$ cat src/rtl/lsu_dispatch_ctrl_if.sv
// Memory-side handshake between the LSU dispatch controller (master) and the data memory (slave).
interface lsu_dispatch_ctrl_if #(
  parameter int XLEN = 32
);
  logic            mem_req;
  logic            mem_we;
  logic [XLEN-1:0] mem_addr;
  logic [3:0]      mem_be;
  logic [XLEN-1:0] mem_wdata;
  logic            mem_ack;
  logic [XLEN-1:0] mem_rdata;

  modport master (
    output mem_req, mem_we, mem_addr, mem_be, mem_wdata,
    input  mem_ack, mem_rdata
  );

  modport slave (
    input  mem_req, mem_we, mem_addr, mem_be, mem_wdata,
    output mem_ack, mem_rdata
  );
endinterface

$ cat src/rtl/lsu_dispatch_ctrl.sv
// Shares one load/store unit between two issue slots, slot 1 served first.
// Optional ack timeout abort enabled by defining LSU_TIMEOUT_EN.
module lsu_dispatch_ctrl #(
  parameter int XLEN    = 32,
  parameter int TIMEOUT = 16
) (
  input  logic                clk,
  input  logic                rst_n,
  input  logic                req1,
  input  logic                req2,
  input  logic                we1,
  input  logic                we2,
  input  logic [2:0]          funct1,
  input  logic [2:0]          funct2,
  input  logic [XLEN-1:0]     addr1,
  input  logic [XLEN-1:0]     addr2,
  input  logic [XLEN-1:0]     wdata1,
  input  logic [XLEN-1:0]     wdata2,
  input  logic [4:0]          rd1,
  input  logic [4:0]          rd2,
  input  logic                flush,
  lsu_dispatch_ctrl_if.master mem,
  output logic                lsu_work,
  output logic                lsu_done,
  output logic                res1_valid,
  output logic                res2_valid,
  output logic [4:0]          res1_rd,
  output logic [4:0]          res2_rd,
  output logic [XLEN-1:0]     res1_data,
  output logic [XLEN-1:0]     res2_data,
  output logic                misalign1,
  output logic                misalign2,
  output logic                lsu_err
);

  typedef enum logic [1:0] {IDLE, MEM1, MEM2, DONE} state_t;

  state_t          state;
  logic            v2;
  logic [1:0]      ewe, ok, mis;
  logic [2:0]      efn   [2];
  logic [XLEN-1:0] eaddr [2];
  logic [XLEN-1:0] ewd   [2];
  logic [4:0]      erd   [2];
  logic [XLEN-1:0] rdat  [2];

  logic            sel, in_mem, cur_mis, advance;
  logic [1:0]      sz, a;
  logic [XLEN-1:0] lane, ld_fmt;

`ifdef LSU_TIMEOUT_EN
  localparam int TW = $clog2(TIMEOUT + 1);
  logic [TW-1:0] tcnt;
  logic          err;
`endif

  assign sel     = (state == MEM2);
  assign in_mem  = (state == MEM1) || (state == MEM2);
  assign sz      = efn[sel][1:0];
  assign a       = eaddr[sel][1:0];
  assign cur_mis = ((sz == 2'b01) && a[0]) || (sz[1] && (a != 2'b00));
  assign advance = cur_mis || mem.mem_ack;

  always_comb begin
    mem.mem_req   = in_mem && !cur_mis;
    mem.mem_we    = ewe[sel];
    mem.mem_addr  = {eaddr[sel][XLEN-1:2], 2'b00};
    mem.mem_be    = 4'b1111;
    mem.mem_wdata = ewd[sel];
    case (sz)
      2'b00: begin
        mem.mem_be    = 4'b0001 << a;
        mem.mem_wdata = {(XLEN/8){ewd[sel][7:0]}};
      end
      2'b01: begin
        mem.mem_be    = 4'b0011 << a;
        mem.mem_wdata = {(XLEN/16){ewd[sel][15:0]}};
      end
      default: ;
    endcase
  end

  always_comb begin
    lane   = mem.mem_rdata >> {a, 3'b000};
    ld_fmt = lane;
    case (sz)
      2'b00:   ld_fmt = {{(XLEN-8){~efn[sel][2] & lane[7]}}, lane[7:0]};
      2'b01:   ld_fmt = {{(XLEN-16){~efn[sel][2] & lane[15]}}, lane[15:0]};
      default: ;
    endcase
  end

  always_ff @(posedge clk or negedge rst_n) begin
    if (!rst_n) begin
      state <= IDLE;
      v2    <= 1'b0;
      ewe   <= '0;
      ok    <= '0;
      mis   <= '0;
      for (int unsigned i = 0; i < 2; i++) begin
        efn[i]   <= '0;
        eaddr[i] <= '0;
        ewd[i]   <= '0;
        erd[i]   <= '0;
        rdat[i]  <= '0;
      end
`ifdef LSU_TIMEOUT_EN
      tcnt <= '0;
      err  <= 1'b0;
`endif
    end else begin
      case (state)
        IDLE: begin
          if ((req1 || req2) && !flush) begin
            v2       <= req2;
            ewe      <= {we2, we1};
            efn[0]   <= funct1;
            efn[1]   <= funct2;
            eaddr[0] <= addr1;
            eaddr[1] <= addr2;
            ewd[0]   <= wdata1;
            ewd[1]   <= wdata2;
            erd[0]   <= rd1;
            erd[1]   <= rd2;
            ok       <= '0;
            mis      <= '0;
`ifdef LSU_TIMEOUT_EN
            err      <= 1'b0;
            tcnt     <= '0;
`endif
            state    <= req1 ? MEM1 : MEM2;
          end
        end
        MEM1, MEM2: begin
          // a flush only cancels slot 2 while slot 1 is still outstanding
          if ((state == MEM1) && flush) v2 <= 1'b0;
          if (cur_mis) begin
            mis[sel] <= 1'b1;
          end else if (mem.mem_ack) begin
            ok[sel]   <= !ewe[sel] && (erd[sel] != 5'd0);
            rdat[sel] <= ld_fmt;
          end
          if (advance) state <= ((state == MEM1) && v2 && !flush) ? MEM2 : DONE;
`ifdef LSU_TIMEOUT_EN
          if (advance) begin
            tcnt <= '0;
          end else if (tcnt == TW'(TIMEOUT - 1)) begin
            tcnt  <= '0;
            err   <= 1'b1;
            state <= DONE;
          end else begin
            tcnt <= tcnt + 1'b1;
          end
`endif
        end
        DONE:    state <= IDLE;
        default: state <= IDLE;
      endcase
    end
  end

  assign lsu_done   = (state == DONE);
  assign lsu_work   = (state != IDLE) || ((req1 || req2) && !flush);
  assign res1_valid = lsu_done && ok[0];
  assign res2_valid = lsu_done && ok[1];
  assign res1_rd    = erd[0];
  assign res2_rd    = erd[1];
  assign res1_data  = rdat[0];
  assign res2_data  = rdat[1];
  assign misalign1  = lsu_done && mis[0];
  assign misalign2  = lsu_done && mis[1];
`ifdef LSU_TIMEOUT_EN
  assign lsu_err    = lsu_done && err;
`else
  assign lsu_err    = 1'b0;
`endif

endmodule

$ cat src/flat_wrapper.sv
// flat-port wrapper written by rule: the top's interface ports become plain ports
module lsu_dispatch_ctrl_flat 
#(
  parameter int XLEN    = 32,
  parameter int TIMEOUT = 16
)
  (clk, rst_n, req1, req2, we1, we2, funct1, funct2, addr1, addr2, wdata1, wdata2, rd1, rd2, flush, lsu_work, lsu_done, res1_valid, res2_valid, res1_rd, res2_rd, res1_data, res2_data, misalign1, misalign2, lsu_err, mem_mem_req, mem_mem_we, mem_mem_addr, mem_mem_be, mem_mem_wdata, mem_mem_ack, mem_mem_rdata);
  lsu_dispatch_ctrl_if #(.XLEN(XLEN)) mem_i ();
  input  logic clk;
  input  logic rst_n;
  input  logic req1;
  input  logic req2;
  input  logic we1;
  input  logic we2;
  input  logic [2:0] funct1;
  input  logic [2:0] funct2;
  input  logic [XLEN-1:0] addr1;
  input  logic [XLEN-1:0] addr2;
  input  logic [XLEN-1:0] wdata1;
  input  logic [XLEN-1:0] wdata2;
  input  logic [4:0] rd1;
  input  logic [4:0] rd2;
  input  logic flush;
  output logic lsu_work;
  output logic lsu_done;
  output logic res1_valid;
  output logic res2_valid;
  output logic [4:0] res1_rd;
  output logic [4:0] res2_rd;
  output logic [XLEN-1:0] res1_data;
  output logic [XLEN-1:0] res2_data;
  output logic misalign1;
  output logic misalign2;
  output logic lsu_err;
  output wire logic [$bits(mem_i.mem_req)-1:0] mem_mem_req;
  output wire logic [$bits(mem_i.mem_we)-1:0] mem_mem_we;
  output wire logic [$bits(mem_i.mem_addr)-1:0] mem_mem_addr;
  output wire logic [$bits(mem_i.mem_be)-1:0] mem_mem_be;
  output wire logic [$bits(mem_i.mem_wdata)-1:0] mem_mem_wdata;
  input wire logic [$bits(mem_i.mem_ack)-1:0] mem_mem_ack;
  input wire logic [$bits(mem_i.mem_rdata)-1:0] mem_mem_rdata;
  assign mem_mem_req = mem_i.mem_req;
  assign mem_mem_we = mem_i.mem_we;
  assign mem_mem_addr = mem_i.mem_addr;
  assign mem_mem_be = mem_i.mem_be;
  assign mem_mem_wdata = mem_i.mem_wdata;
  assign mem_i.mem_ack = mem_mem_ack;
  assign mem_i.mem_rdata = mem_mem_rdata;
  lsu_dispatch_ctrl #(.XLEN(XLEN), .TIMEOUT(TIMEOUT)) u_core (.clk(clk), .rst_n(rst_n), .req1(req1), .req2(req2), .we1(we1), .we2(we2), .funct1(funct1), .funct2(funct2), .addr1(addr1), .addr2(addr2), .wdata1(wdata1), .wdata2(wdata2), .rd1(rd1), .rd2(rd2), .flush(flush), .mem(mem_i), .lsu_work(lsu_work), .lsu_done(lsu_done), .res1_valid(res1_valid), .res2_valid(res2_valid), .res1_rd(res1_rd), .res2_rd(res2_rd), .res1_data(res1_data), .res2_data(res2_data), .misalign1(misalign1), .misalign2(misalign2), .lsu_err(lsu_err));
endmodule
$ cat config.mk
export PLATFORM = sky130hd
export DESIGN_NAME = lsu_dispatch_ctrl_flat
export DESIGN_NICKNAME = d
export VERILOG_FILES = /design/src/rtl/lsu_dispatch_ctrl_if.sv /design/src/rtl/lsu_dispatch_ctrl.sv /design/src/flat_wrapper.sv
export SDC_FILE = /design/constraint.sdc
export NUM_CORES = 1
export LEC_CHECK = 0
export ABC_AREA = 1
export CORE_MARGIN = 5
export CORE_UTILIZATION = 40
export CTS_CLUSTER_SIZE = 40
export DETAILED_ROUTE_END_ITERATION = 7
export PLACE_DENSITY = 0.73
export SLEW_MARGIN = 20
export SYNTH_ARGS = -nofsm -noshare
export SYNTH_HDL_FRONTEND = slang
export SYNTH_SLANG_ARGS = --single-unit
$ cat constraint.sdc
create_clock -name clk -period 3.81 [get_ports clk]
set_input_delay 1.143 -clock clk [delete_from_list [all_inputs] [get_ports clk]]
set_output_delay 1.143 -clock clk [all_outputs]
set_load 0.01 [all_outputs]
==> impl_metrics.json, run 1 <==
{
  "htree_levels": 1,
  "drtPass1Iterations": 5,
  "overflow": 0,
  "timing.critical_path.from": "req1",
  "drive_gt1_share_pct": 17.38,
  "fin_cells": 1828,
  "syn_area_mm2": 0.01051,
  "hp-class": "register to register",
  "num-fill-cells": 2268,
  "wl_per_cell_um": 18.08,
  "initial_core_util_pct": 40.44,
  "reg2reg_to": "u_core.res2_data[16]",
  "setup_violations": 0,
  "drtAntennaViolNets": 0,
  "clkTransAtPathRegs_ps": 60,
  "clk_latency_ps": 520,
  "path_class": "primary input to output pin",
  "relSlewSlack_pct": 56.07,
  "rsz0062_at_grt": "false",
  "worstPathArrival_ps": 2560,
  "antenna_found_initial": 3,
  "grt_first_pass_wirelength_um": 51180,
  "max-vdd-ir-drop_v": 0.0006329,
  "num_rows": 59,
  "cts-root-buf": "clkbuf_16",
  "cts_buffer_depth": 3,
  "end_kind": "output pin",
  "post-route-period-util_pct": 97.25,
  "finalMaxSlewViolations": 0,
  "rr_worst_depth": 13,
  "finish.instance_area_mm2": 0.01511,
  "tightest_slew_ps": 659.0,
  "synthArstFlopShare_pct": 100.0,
  "io-pin-count": 335,
  "clock-sinks": 217,
  "die_x_um": 172.1,
  "grt_pass1_vias": 9434,
  "cp.required_ps": 2670,
  "cts_tree": "done",
  "multiInputGateArea_mm2": 0.004519,
  "grt_usage_pct": 21.82,
  "cts_buffers": 25,
  "finalHoldViolCount": 0,
  "yosysWarnings": 0,
  "syn_inst": 1136,
  "core_mm2": 0.02598,
  "post-place-cells": 1767,
  "register_area_mm2": 0.005431,
  "dieHeight_um": 172.1,
  "first_iter_violations": 827,
  "p_leak_uw": 0.007266,
  "syn-mean-instance-area_um2": 9.250,
  "gp_congestion": 0.8458,
  "portBuffers": 331,
  "die-area_mm2": 0.02961,
  "nets": 1662,
  "synth-edff-count": 0,
  "power_density_mw_per_mm2": 920.9,
  "max_freq_mhz": 269.9,
  "drt_wl_total_um": 33050,
  "r2r-start": "u_core.state[0]",
  "rrSetupSlack_ps": 1120,
  "min_period_ps": 3705,
  "dp.final_hpwl_um": 24000,
  "vias": 9173,
  "vias_per_cell": 5.018,
  "area_growth_pct": 43.77,
  "startpoint_type": "primary input",
  "status": "finished, final reports clean",
  "cp-endpoint": "lsu_work",
  "ys_ff_latch": 217,
  "place_area_mm2": 0.01416,
  "finish.utilization_pct": 58.14,
  "path_max_fanout": 2,
  "ys_types": 31,
  "grt_max_degree": 80,
  "drc": 0,
  "maxCapViolCount": 0,
  "synth_flop_cell": "dfrtp_1",
  "seq_area_frac_synth_pct": 51.68,
  "finClkSkew_ps": 15.82
}
## worst min-delay path by stage
stage	cells after the start	startpoint	slack, ps	end
2_1_floorplan	2	u_core.ok[0]	450	u_core.ok[0]
3_3_place_gp	2	u_core.res2_data[15]	450	u_core.res2_data[15]
3_5_place_dp	2	u_core.res1_data[7]	460	u_core.res1_data[7]
4_1_cts	2	u_core.res1_data[7]	470	u_core.res1_data[7]
5_1_grt	2	u_core.res1_data[18]	500	u_core.res1_data[18]
6_report	2	u_core.res2_data[3]	470	u_core.res2_data[3]
## Yosys cell counts (2+ instances only)
| master | instances | share of area, % |
|---|---|---|
| dfrtp_1 | 217 | 52 |
| nand2_2 | 7 | 0.42 |
| inv_1 | 49 | 1.8 |
| nand3_4 | 2 | 0.33 |
| nor2_1 | 55 | 2.0 |
| a31oi_1 | 7 | 0.42 |
| o221ai_1 | 8 | 0.67 |
| o211ai_1 | 7 | 0.50 |
| nor2_8 | 2 | 0.38 |
| ha_1 | 5 | 0.60 |
| nand4_1 | 3 | 0.18 |
| buf_6 | 9 | 0.96 |
| nand3_1 | 27 | 1.3 |
| buf_2 | 31 | 1.5 |
| buf_4 | 16 | 1.1 |
| nor2_4 | 3 | 0.32 |
| clkbuf_1 | 8 | 0.29 |
| mux2_2 | 131 | 14 |
| inv_2 | 4 | 0.14 |
| o21ai_0 | 61 | 2.9 |
| nand3_2 | 12 | 1.1 |
| nand2_4 | 2 | 0.21 |
| or2_2 | 2 | 0.12 |
| nand2_1 | 444 | 16 |
| a21oi_1 | 18 | 0.86 |
## cells by family (layout without fill, tap and decap cells)
family | after synthesis | after routing | synth area share [%]
DFF | 217 | 217 | 51.68
adders and majority gates | 5 | 5 | 0.5954
other | 1 | 6 | 0.03569
and+or+nand+nor | 562 | 562 | 22.39
AOI/OAI and AO/OA | 103 | 103 | 5.501
muxes | 131 | 131 | 14.04
buffers and inverters | 117 | 469 | 5.763
## power by group
part	switching [µW]	total (µW)	internal, µW
sequential	572	3970	3400
combinational	4070	7660	3590
clock	955	2280	1320
## placed cells by master (no fill, tap or decap), types with 4 or more instances in the layout
cell	instances
a31oi_1	7
dlygate4sd2_1	20
a21oi_1	18
clkbuf_1	4
nand2_2	12
o221ai_1	8
inv_2	5
inv_1	47
clkdlybuf4s50_1	301
clkbuf_16	25
nor2_1	55
dlymetal6s2s_1	9
ha_1	4
buf_12	9
clkinv_2	6
nand2_1	438
clkbuf_8	6
buf_4	28
nand3_1	27
mux2_2	131
nand3_2	11
o211ai_1	7
dfrtp_1	216
o21ai_0	59
## repair_timing
item                       in CTS  in global routing
gates resized for setup        32                 15
pin swaps                       1                  0
setup buffers                  11                  2
cloned                          1                  0
hold buffers                    0                  0
setup endpoints to repair      69                 23
## stage by stage
step | hold slack [ps] | power [µW] | setup WS [ps] | TNS (ps)
finish | 468.9 | 13910 | 104.9 | 0
global route | 497.3 | 14930 | 20.24 | 0
CTS | 473.0 | 14050 | 2.322 | 0
detailed placement | 458.5 | 11690 | -121.5 | -121.5
global placement | 453.6 | 11530 | -127.5 | -127.5
floorplan | 449.2 | 8188 | 864.9 | 0
## layout make-up
class / instances / area share [%]
clock inverters: 9 / 0.3727
multi-input cells: 804 / 29.92
diodes: 3 / 0.04969
flip-flops and latches: 217 / 35.95
clock buffers: 35 / 4.787
repair buffers: 371 / 24.76
inverters: 53 / 1.342
repair inverters: 1 / 0.04969
well taps: 335 / 2.775
## critical path: stages
cell and delay, ps:
clkdlybuf4s50_1 460, or2_2 320, a21oi_1 220, inv_1 100, dlygate4sd2_1 320
## per-layer routing
layer,wire length (µm),part of all wire [%],track usage (%),vias up
met5,0,0,0,-
met4,959,2.9,6.835,0
met3,3270,9.9,6.653,68
met2,15970,48,37.21,388
met1,12850,39,26.62,4390
li1,-,-,-,4327
## state kept, by name, summed over array words and instances, names as in the netlist, named ones only
name              flops
u_core.eaddr         64
u_core.efn            6
u_core.ewd           64
u_core.ewe            2
u_core.mis            1
u_core.ok             2
u_core.res1_data     32
u_core.res1_rd        5
u_core.res2_data     32
u_core.res2_rd        5
u_core.state          2
u_core.v2             1
Note: power is estimated with default switching activity, not from simulation.
==> inputs of run 2 (changes only) <==
==> constraint.sdc (replaced) <==
create_clock -name clk -period 3.81 [get_ports clk]
set_input_delay 0.762 -clock clk [delete_from_list [all_inputs] [get_ports clk]]
set_output_delay 0.762 -clock clk [all_outputs]
set_load 0.01 [all_outputs]
==> impl_metrics.json, run 2 (synthesis results as in run 1) <==
{
  "status": "finished, final reports clean",
  "final_cell_mix": "nand2_1, clkdlybuf4s50_1, dfrtp_1, mux2_2, o21ai_0",
  "grt_pass1_vias": 9076,
  "htree_levels": 1,
  "dp.final_hpwl_um": 23990,
  "cts_buffer_depth": 3,
  "finClkSkew_ps": 23.25,
  "nets": 1639,
  "p_leak_uw": 0.007019,
  "fin_ws_ps": 184.1,
  "core_mm2": 0.02598,
  "whs_ps": 239.9,
  "maxCapViolCount": 0,
  "drt_wl_total_um": 32640,
  "cp_slowest_cell": "clkdlybuf4s50_1",
  "drtPass1Iterations": 5,
  "cts_buffers": 25,
  "max_freq_mhz": 275.8,
  "drive_gt1_share_pct": 15.74,
  "grt_use_met1_pct": 26.95,
  "tightest_slew_ps": 699.3,
  "hp-class": "primary input to async pin",
  "setup_violations": 0,
  "num-fill-cells": 2311,
  "path_class": "register to output pin",
  "path_max_fanout": 75,
  "reg_top3": "u_core.eaddr: 64 flops, u_core.ewd: 64 flops",
  "startpoint_type": "register",
  "dieHeight_um": 172.1,
  "initial_core_util_pct": 40.44,
  "overflow": 0,
  "drc": 0,
  "clkTransAtPathRegs_ps": 60,
  "setup_tns_ps": 0,
  "grtUsageMet2_pct": 36.11,
  "num_rows": 59,
  "path_delay_family": "buffers and inverters",
  "drtAntennaViolNets": 0,
  "crit_buf_inv": 3,
  "final_common_cell": "nand2_1",
  "finalMaxSlewViolations": 0,
  "die-area_mm2": 0.02961,
  "portBuffers": 331,
  "min_period_ps": 3626,
  "busiest_layer": "met2",
  "end_kind": "output pin",
  "relSlewSlack_pct": 53.38,
  "post-route-period-util_pct": 95.17,
  "cpMostUsedCell": "nand2_1",
  "max-vdd-ir-drop_v": 0.0005132,
  "cts_tree": "done",
  "cp.required_ps": 3050,
  "slowest_delay_ps": 620,
  "fin_cells": 1805,
  "area_growth_pct": 41.55,
  "dp_slack_ps": 464.7,
  "clock-sinks": 217,
  "register_area_mm2": 0.005430,
  "grt_usage_pct": 21.41,
  "power_uw": 13880,
  "wl_per_cell_um": 18.08,
  "post-place-cells": 1756,
  "power_density_mw_per_mm2": 933.5,
  "grt_first_pass_wirelength_um": 49950,
  "worstPathArrival_ps": 2860,
  "cts-root-buf": "clkbuf_16",
  "met3_usage_pct": 5.853,
  "antenna_found_initial": 2,
  "grt_max_degree": 89,
  "die_x_um": 172.1,
  "clk_latency_ps": 520,
  "vias_per_cell": 4.997,
  "gp_congestion": 0.9458,
  "crit_chain": "inv_1, ha_4, buf_16, nand2_1, nand2_1, nor2_1, a31oi_1, clkdlybuf4s50_1",
  "first_iter_violations": 609,
  "finalHoldViolCount": 0,
  "io-pin-count": 335,
  "multiInputGateArea_mm2": 0.004507,
  "postCtsHoldBufs": 0,
  "vias": 9020
}
## run 2: changes by cell type in the layout (fill, tap and decap cells not counted), sizes merged
cell / previous run / this run
buf: 41 / 18
clkdlybuf4s50: 301 / 330
clkinvlp: 2 / 4
diode: 3 / 2
dlygate4sd2: 20 / 0
dlymetal6s2s: 9 / 0
inv: 54 / 53
## run 2: cell type report
type,count,share of cell area [%]
flip-flops and latches,217,36.51
multi-input cells,804,30.30
repair buffers,348,23.66
clock buffers,35,4.862
well taps,335,2.818
inverters,53,1.363
clock inverters,10,0.3954
repair inverters,1,0.05048
diodes,2,0.03365
## run 2: worst reg2reg max path: cells and delay by family, from the launching register on
| kind | cells | cell delay, ps |
|---|---|---|
| DFF | 1 | 430 |
| and+or+nand+nor | 7 | 1260 |
| buffers and inverters | 4 | 610 |
| adders and majority gates | 1 | 290 |
## run 2: worst paths after layout
path / end / slack [ps] / startpoint / cells past startpoint
max in group asynchronous: u_core.ewd[25] / 2630 / rst_n / 2
worst max-delay path: mem_mem_wdata[23] / 180 / u_core.state[0] / 8
worst min register to register: u_core.res2_data[15] / 470 / u_core.res2_data[15] / 2
min in group clk: u_core.res2_data[15] / 470 / u_core.res2_data[15] / 2
worst min-delay path: u_core.ewd[29] / 240 / rst_n / 1
worst max register to register: u_core.res1_data[16] / 1090 / u_core.state[0] / 12
## run 2: routing by layer
metal | vias to the layer above | wire (µm)
li1 | 4288 | -
met1 | 4286 | 13010
met5 | - | 0
met4 | 0 | 945
met2 | 387 | 15580
met3 | 59 | 3106
## run 2: per-stage QoR
stage	utilization (%)	instance area (µm²)
after global placement	54.06	14050
after floorplan	-	10520
after CTS	57.14	14850
after detailed placement	54.06	14050
final	57.24	14870
after global routing	57.24	14870
## run 2: repair_timing
action / in CTS / in global routing
gates cloned: 1 / 0
gates resized for setup: 3 / 5
buffers inserted: 0 / 1
endpoints found under the setup margin: 16 / 12
## run 2: power by group
part	leakage, µW	switching (µW)	internal [µW]
Sequential	0.00264	587	3400
Clock	0.000388	949	1320
Combinational	0.00399	4000	3630
